**src/rtl/t80_reg_banked.sv**
```systemverilog
// Banked register-pair file for the T80 datapath: three combinational read ports,
// split high/low writes, port-A pair increment/decrement and a bank-advance command.
module t80_reg_banked #(
    parameter int unsigned DW     = 8,
    parameter int unsigned DEPTH  = 8,
    parameter int unsigned BANKS  = 2,
    parameter int unsigned BYPASS = 1,
    localparam int unsigned AW    = $clog2(DEPTH),
    localparam int unsigned BW    = (BANKS > 1) ? $clog2(BANKS) : 1
) (
    input  logic          Clk,
    input  logic          RESET_n,
    input  logic          CEN,
    input  logic          WEH,
    input  logic          WEL,
    input  logic          IncA,
    input  logic          DecA,
    input  logic          Swap,
    input  logic [AW-1:0] AddrA,
    input  logic [AW-1:0] AddrB,
    input  logic [AW-1:0] AddrC,
    input  logic [DW-1:0] DIH,
    input  logic [DW-1:0] DIL,
    output logic [DW-1:0] DOAH,
    output logic [DW-1:0] DOAL,
    output logic [DW-1:0] DOBH,
    output logic [DW-1:0] DOBL,
    output logic [DW-1:0] DOCH,
    output logic [DW-1:0] DOCL,
    output logic [BW-1:0] ActBank
);

    logic [DW-1:0]   reg_h_q [BANKS][DEPTH];
    logic [DW-1:0]   reg_l_q [BANKS][DEPTH];
    logic [BW-1:0]   act_bank_q;
    logic [BW-1:0]   bank_nxt;
    logic [2*DW-1:0] pair_cur;
    logic [2*DW-1:0] pair_nxt;
    logic            incdec_en;

    logic [AW-1:0]   rd_addr [3];
    logic [DW-1:0]   rd_h    [3];
    logic [DW-1:0]   rd_l    [3];

    // Any half-write wins over inc/dec; Inc and Dec together cancel.
    assign incdec_en = ~WEH & ~WEL & (IncA ^ DecA);
    assign pair_cur  = {reg_h_q[act_bank_q][AddrA], reg_l_q[act_bank_q][AddrA]};
    assign pair_nxt  = IncA ? pair_cur + (2*DW)'(1) : pair_cur - (2*DW)'(1);

    // BANKS is a power of two, so the natural BW-bit wrap gives the modulo.
    assign bank_nxt  = (BANKS > 1) ? act_bank_q + BW'(1) : '0;

    always_ff @(posedge Clk or negedge RESET_n) begin
        if (!RESET_n) begin
            for (int b = 0; b < BANKS; b++) begin
                for (int d = 0; d < DEPTH; d++) begin
                    reg_h_q[b][d] <= '0;
                    reg_l_q[b][d] <= '0;
                end
            end
            act_bank_q <= '0;
        end else if (CEN) begin
            if (WEH) begin
                reg_h_q[act_bank_q][AddrA] <= DIH;
            end
            if (WEL) begin
                reg_l_q[act_bank_q][AddrA] <= DIL;
            end
            if (incdec_en) begin
                reg_h_q[act_bank_q][AddrA] <= pair_nxt[2*DW-1:DW];
                reg_l_q[act_bank_q][AddrA] <= pair_nxt[DW-1:0];
            end
            if (Swap) begin
                act_bank_q <= bank_nxt;
            end
        end
    end

    assign rd_addr[0] = AddrA;
    assign rd_addr[1] = AddrB;
    assign rd_addr[2] = AddrC;

    // Forwarding covers only the half being written; inc/dec results are never forwarded.
    always_comb begin
        for (int p = 0; p < 3; p++) begin
            rd_h[p] = reg_h_q[act_bank_q][rd_addr[p]];
            rd_l[p] = reg_l_q[act_bank_q][rd_addr[p]];
            if ((BYPASS != 0) && CEN && (rd_addr[p] == AddrA)) begin
                if (WEH) begin
                    rd_h[p] = DIH;
                end
                if (WEL) begin
                    rd_l[p] = DIL;
                end
            end
        end
    end

    assign DOAH    = rd_h[0];
    assign DOAL    = rd_l[0];
    assign DOBH    = rd_h[1];
    assign DOBL    = rd_l[1];
    assign DOCH    = rd_h[2];
    assign DOCL    = rd_l[2];
    assign ActBank = act_bank_q;

endmodule

```
**config.mk**
```make
export PLATFORM = sky130hd
export DESIGN_NAME = t80_reg_banked
export DESIGN_NICKNAME = d
export VERILOG_FILES = /design/src/rtl/t80_reg_banked.sv
export SDC_FILE = /design/constraint.sdc
export NUM_CORES = 1
export LEC_CHECK = 0
export CAP_MARGIN = 20
export CORE_ASPECT_RATIO = 0.9
export CORE_MARGIN = 2
export CORE_UTILIZATION = 35
export CTS_CLUSTER_SIZE = 40
export DETAILED_ROUTE_END_ITERATION = 8
export PLACE_DENSITY_LB_ADDON = 0.08
export SLEW_MARGIN = 20
export SYNTH_ARGS = -nofsm -noshare
export SYNTH_HDL_FRONTEND = slang
export SYNTH_SLANG_ARGS = --single-unit
```
**constraint.sdc**
```tcl
create_clock -name Clk -period 6.3 [get_ports Clk]
set_clock_uncertainty 0.15 [all_clocks]
set_input_delay 1.26 -clock Clk [delete_from_list [all_inputs] [get_ports Clk]]
set_output_delay 1.26 -clock Clk [all_outputs]
set_load 0.05 [all_outputs]
```
# Yosys cells after proc, flatten, opt, wreduce, memory -nomap -nowiden
# Index checks and enable logic that the tools add are counted.
dict set report word_totals {
  regBits 257
  inputBits 33
  output_inout_bits 49
}
dict set report op_classes {
  add_sub_neg 3
  n_lt_le_gt_ge 6
  eq_ne 2
  mux 51
  bitwise_logic 9
  n_reduce_logical 5
}
# operator count
set op_table {}
lappend op_table {{128-bit 2-to-1 mux} 6}
lappend op_table {{128-bit bitwise mux} 4}
lappend op_table {{64-bit 2-to-1 mux} 7}
lappend op_table {{8-bit 2-to-1 mux} 25}
lappend op_table {{8-bit binary-select mux with 3-bit select} 6}
lappend op_table {{64-bit demux with 1-bit select} 1}
lappend op_table {{8-bit demux with 3-bit select} 1}
lappend op_table {{16-bit by 1-bit adder with 16-bit output, second input constant} 1}
lappend op_table {{16-bit 2-to-1 mux} 1}
lappend op_table {{16-bit by 1-bit subtractor with 16-bit output, second input constant} 1}
lappend op_table {{4-bit >= comparator, second input constant} 3}
lappend op_table {{3-bit NOT with 4-bit output} 3}
lappend op_table {{3-bit == test} 2}
lappend op_table {{1-bit logical AND} 4}
lappend op_table {{4-bit by 1-bit < comparator with 1-bit output, second input constant} 1}
lappend op_table {{1-bit bitwise AND} 2}
lappend op_table {{2-bit >= comparator, second input constant} 1}
lappend op_table {{2-bit by 1-bit < comparator with 1-bit output, second input constant} 1}
lappend op_table {{1-bit NOT} 2}
lappend op_table {{1-bit NOT with 2-bit output} 1}
lappend op_table {{2-bit AND reduction} 1}
lappend op_table {{1-bit adder, second input constant} 1}
lappend op_table {{1-bit XOR} 1}

# Logic depth before layout (Yosys ltp)
dict set report depth {
  ltp_word 12
  ltp_mapped 20
  depth_no_buf 13
}

# Worst setup path before layout
# OpenSTA, ideal clock, no wires.
dict set report synth_timing {
  path_type {input-to-reg}
  from {in AddrA[0]}
  to {reg reg_h_q[14] in the netlist's numbering}
  setup_time_ns 0.126
  t_arrival_ns 5.091
  required_ns 6.024
  slack_ns 0.933
  path_stages 17
  path_cell_list {buf_2 and3b_1 buf_2 a22o_1 nor4_4 buf_2 buf_1 inv_1 fa_1 a21oi_1 o211ai_1 a221o_1 o41ai_2 o21ai_0 xnor2_1 buf_2 a21oi_1}
}
dict set report synth_between {
  elab_chain_cells 12
  word_cells_on_any_way 22
  classes_between {add/sub (2); order compare (2); mux (16); bitwise (1); reduce/logical (1)}
}
# item line_no
set synth_lines {}
lappend synth_lines {{start: declaration} 19} ;# input logic [AW-1:0] AddrA,
lappend synth_lines {{3-bit NOT with 4-bit output (not written as such) *} {47, 64, 70}}
lappend synth_lines {{branches (longest 10 deep; another with 16-bit by 1-bit subtractor with 16-bit output)} n/a}
lappend synth_lines {{128-bit 2-to-1 mux *} 69} ;# if (incdec_en) begin
lappend synth_lines {{end signal: indexed assignment} 70} ;# reg_h_q[act_bank_q][AddrA] <= pair_nxt[2*DW-1:DW];
lappend synth_lines {{end: declaration} 33} ;# logic [DW-1:0] reg_h_q [BANKS][DEPTH];
# Every way passes the cells marked *. The select of a mux whose other input is x is not followed.
# A chain may end at the register's enable or synchronous reset.

# Worst setup path in the final report
dict set report layout_timing {
  from {in AddrA[0]}
  to {out DOAH[0]}
}
dict set report layout_between {
  elab_chain_cells 6
}
# item line_no
set layout_lines {}
lappend layout_lines {{3-bit NOT with 4-bit output (not written as such) *} 86} ;# rd_h[p] = reg_h_q[act_bank_q][rd_addr[p]];
lappend layout_lines {{8-bit binary-select mux with 3-bit select *} 86}
lappend layout_lines {{8-bit 2-to-1 mux (not written as such) * (2 in series)} 86}
lappend layout_lines {{8-bit 2-to-1 mux} 89} ;# if (WEH) begin
lappend layout_lines {{8-bit 2-to-1 mux *} 88} ;# if ((BYPASS != 0) && CEN && (rd_addr[p] == AddrA)) begin
lappend layout_lines {{end: declaration} 24} ;# output logic [DW-1:0] DOAH,
# Mark *: on every way between the ends. The rest lies on a longest branch, timed or not. The select of a mux whose other input is x is not followed.

==> flow_summary.yaml <==
place:
  portBuffers: 81
  dp.cells: 2541
  hpwl_um: 53400
  gp_congestion: 0.917
  post-place-ws_ps: 233
  dpl_cell_area_mm2: 0.0187
sta:
  slew_headroom_pct: 30.1
  tns_ps: 0
  final_hold_viol_count: 0
  rsz0062_at_grt: "false"
  setup_viol: 0
  final.period_utilization_pct: 93.1
  slew_violations: 0
  worstMarginPinSlew_ps: 1050
  post-route-worst-setup-slack_ps: 437
  period_minus_slack_ps: 5860
  hold_ws_ps: 371
  max_freq_ghz: 0.171
synth:
  async_reset_ff_share_pct: 100
  yosysUniqueCellTypes: 67
  yosysTopAreaCellShare_pct: 37.2
  yosysTopAreaCell: "dfrtp_1"
  ys_top_cells_by_area: "dfrtp_1 (37%), o22ai_1 (9.3%), mux4_2 (7.8%)"
  yosysSeqAreaShare_pct: 37.2
  synthesis.area_mm2: 0.0173
  synthTopCellsByCount: "dfrtp_1 (257), o22ai_1 (257), a21oi_1 (248)"
  ys_seq_elements: 257
  synth_nets: 1970
  ys.flop_type: "dfrtp_1"
  netlist_instances: 1919
  yosysWarnings: 0
  synth_enable_flop_cells: 0
  avgSynthCellArea_um2: 9.00
routing:
  ant_nets: 0
  vias_per_cell: 6.37
  num_vias: 16600
  wirelength_um: 73900
  drcViolationCount: 0
  detail_route.wl_per_cell_um: 28.4
  dr.pass1.iters: 6
  first_iter_violations: 1909
grt:
  met1_usage_pct: 42.8
  grt_usage_pct: 28.6
  grt_antenna_before_repair: 0
  grt_use_met3_pct: 7.36
  grt-ovfl-total: 0
  grt-busiest-layer: "met1"
  grt_pass1_wl_um: 110000
  grt_use_met2_pct: 40.1
  grt_start_max_net_pins: 180
  grt_pass1_vias: 15900
floorplanning:
  die_w_um: 238
  die_y_um: 215
  initial_utilization_pct: 35.3
  io_pins: 82
  core-area_mm2: 0.0489
  fp-row-count: 77
  die_area_mm2: 0.0511
cts:
  cts_tree: "done"
  htree_levels: 1
  ctsResizeCount: 0
  clk_path_buf_depth: 3
  clock-sinks: 257
  clockRootBuffer: "clkbuf_16"
  clk_latency_ps: 610
  holdBufCountCts: 0
  cts.clk_slew.worst_paths_ps: 60
  post_cts.repair.setup_buffers: 0
  cts_made_buffers: 31
worst_hold_path:
  min_path_type: "flip-flop to flip-flop"
  hold_depth: 2
job:
  max_cap_violations: 0
pwr:
  finalPower_mw: 12.2
  p_per_area_mw_per_mm2: 613
  power_leakage_nw: 7.73
  peakVddDrop_uv: 307
critical_path:
  cp_num_buf_inv: 3
  crit_arrival_ps: 4450
  cp-end-kind: "output pin"
  cp_slowest_stage_delay_ps: 990
  rr_worst_depth: 13
  required_ps: 4890
  cp_slowest_cell: "clkdlybuf4s50_1"
  path_depth: 8
  path_cells: "clkdlybuf4s50_1, nor3b_2, buf_4, nand2_1, o21ai_0, a221oi_1, a31oi_1, buf_4"
  startpoint_type: "primary input"
  path_max_fanout: 18
  critPathKind: "primary input to output pin"
  cp_common_cell: "buf_4"
  critPathTopFamily: "buffers and inverters"
finish:
  fin_cells: 2598
  diodes: 0
  final_util_pct: 40.5
  stdcell_area_mm2: 0.0198
  nNetsFinal: 1993
  syn_to_final_growth_pct: 14.8
  drive_gt1_share_pct: 18.8
status:
  outcome: "finished, final reports clean"
where the power goes:
| part | internal [mW] | switching (mW) |
|---|---|---|
| Combinational | 2.59 | 4.45 |
| Clock | 1.15 | 0.802 |
| Sequential | 2.50 | 0.666 |
worst reg2reg max path, cell delays in order (launching register included):
cell and delay [ps]:
dfrtp_4 930, buf_12 400, buf_4 350, mux2_2 400, a221oi_1 310, o2111ai_1 400, ha_1 520, nand4_1 150
or4_1 550, o41a_1 170, a31o_2 290, xnor2_4 190, buf_12 190, a21oi_1 120
sequential cells by signal, indices dropped and copies added (netlist names):
register,cells
reg_l_q,128
reg_h_q,128
ActBank,1
cell families after synthesis:
logic type / synth area share (%)
muxes: 16.8
and+or+nand+nor: 11.9
adders and majority gates: 1.35
buffers and inverters: 4.30
xor gates and xnor gates: 1.22
DFF: 37.2
AOI/OAI and AO/OA: 27.2
metal layers:
| metal | up-vias | share of wire [%] |
|---|---|---|
| met5 | - | 0 |
| met1 | 8343 | 46 |
| met4 | 0 | 3.0 |
| met3 | 119 | 9.7 |
| li1 | 7311 | - |
| met2 | 784 | 42 |
cell type report:
type | count | area [um2]
inverter | 7 | 26.3
clock buffer | 40 | 880
sequential | 257 | 6430
fill | 4913 | 29100
tap | 632 | 791
multi-input combinational | 1490 | 10100
clock inverter | 17 | 210
timing repair buffer | 155 | 1390
cell usage in the layout (no fill, tap or decap), types with 4 or more instances in the layout:
| cell | Yosys | layout |
|---|---|---|
| o2111ai_1 | 5 | 5 |
| clkdlybuf4s50_1 | 0 | 39 |
| xor2_1 | 4 | 4 |
| inv_1 | 7 | 7 |
| mux2_2 | 83 | 83 |
| a22oi_1 | 8 | 8 |
| a21boi_1 | 19 | 19 |
| a211oi_1 | 14 | 14 |
| clkinv_2 | 0 | 9 |
| a21oi_1 | 248 | 248 |
| nand2b_1 | 6 | 6 |
| clkbuf_8 | 0 | 7 |
| and3_1 | 17 | 17 |
| o22ai_1 | 257 | 257 |
| o211ai_1 | 15 | 15 |
| mux4_2 | 60 | 60 |
| buf_2 | 29 | 5 |
| bufinv_16 | 0 | 4 |
| nor2_1 | 227 | 227 |
| nand3_1 | 8 | 8 |
| nand3b_1 | 4 | 4 |
| nand2_1 | 187 | 187 |
| o21ai_0 | 101 | 101 |
| buf_12 | 0 | 10 |
| a221oi_1 | 19 | 19 |
| ha_1 | 17 | 17 |
| a21oi_2 | 11 | 11 |
| a31oi_1 | 22 | 22 |
| xnor2_1 | 15 | 15 |
| dfrtp_1 | 257 | 256 |
| mux2i_1 | 60 | 60 |
| buf_4 | 8 | 99 |
| or3_1 | 4 | 4 |
| clkbuf_16 | 0 | 31 |
| and2_1 | 4 | 4 |
| a221oi_2 | 10 | 10 |
| a21boi_2 | 13 | 13 |
path summary, 6_finish.rpt:
check                      slack, ps         from           end
min                              370  reg_l_q[16]   reg_l_q[16]
min reg2reg                      370  reg_l_q[16]   reg_l_q[16]
max reg2reg                     1070      ActBank    reg_h_q[7]
max                              440     AddrA[0]       DOAH[0]
min in group asynchronous        500      RESET_n  reg_h_q[102]
max in group asynchronous       4300      RESET_n  reg_l_q[116]
Note: power is estimated with default switching activity, not from simulation.
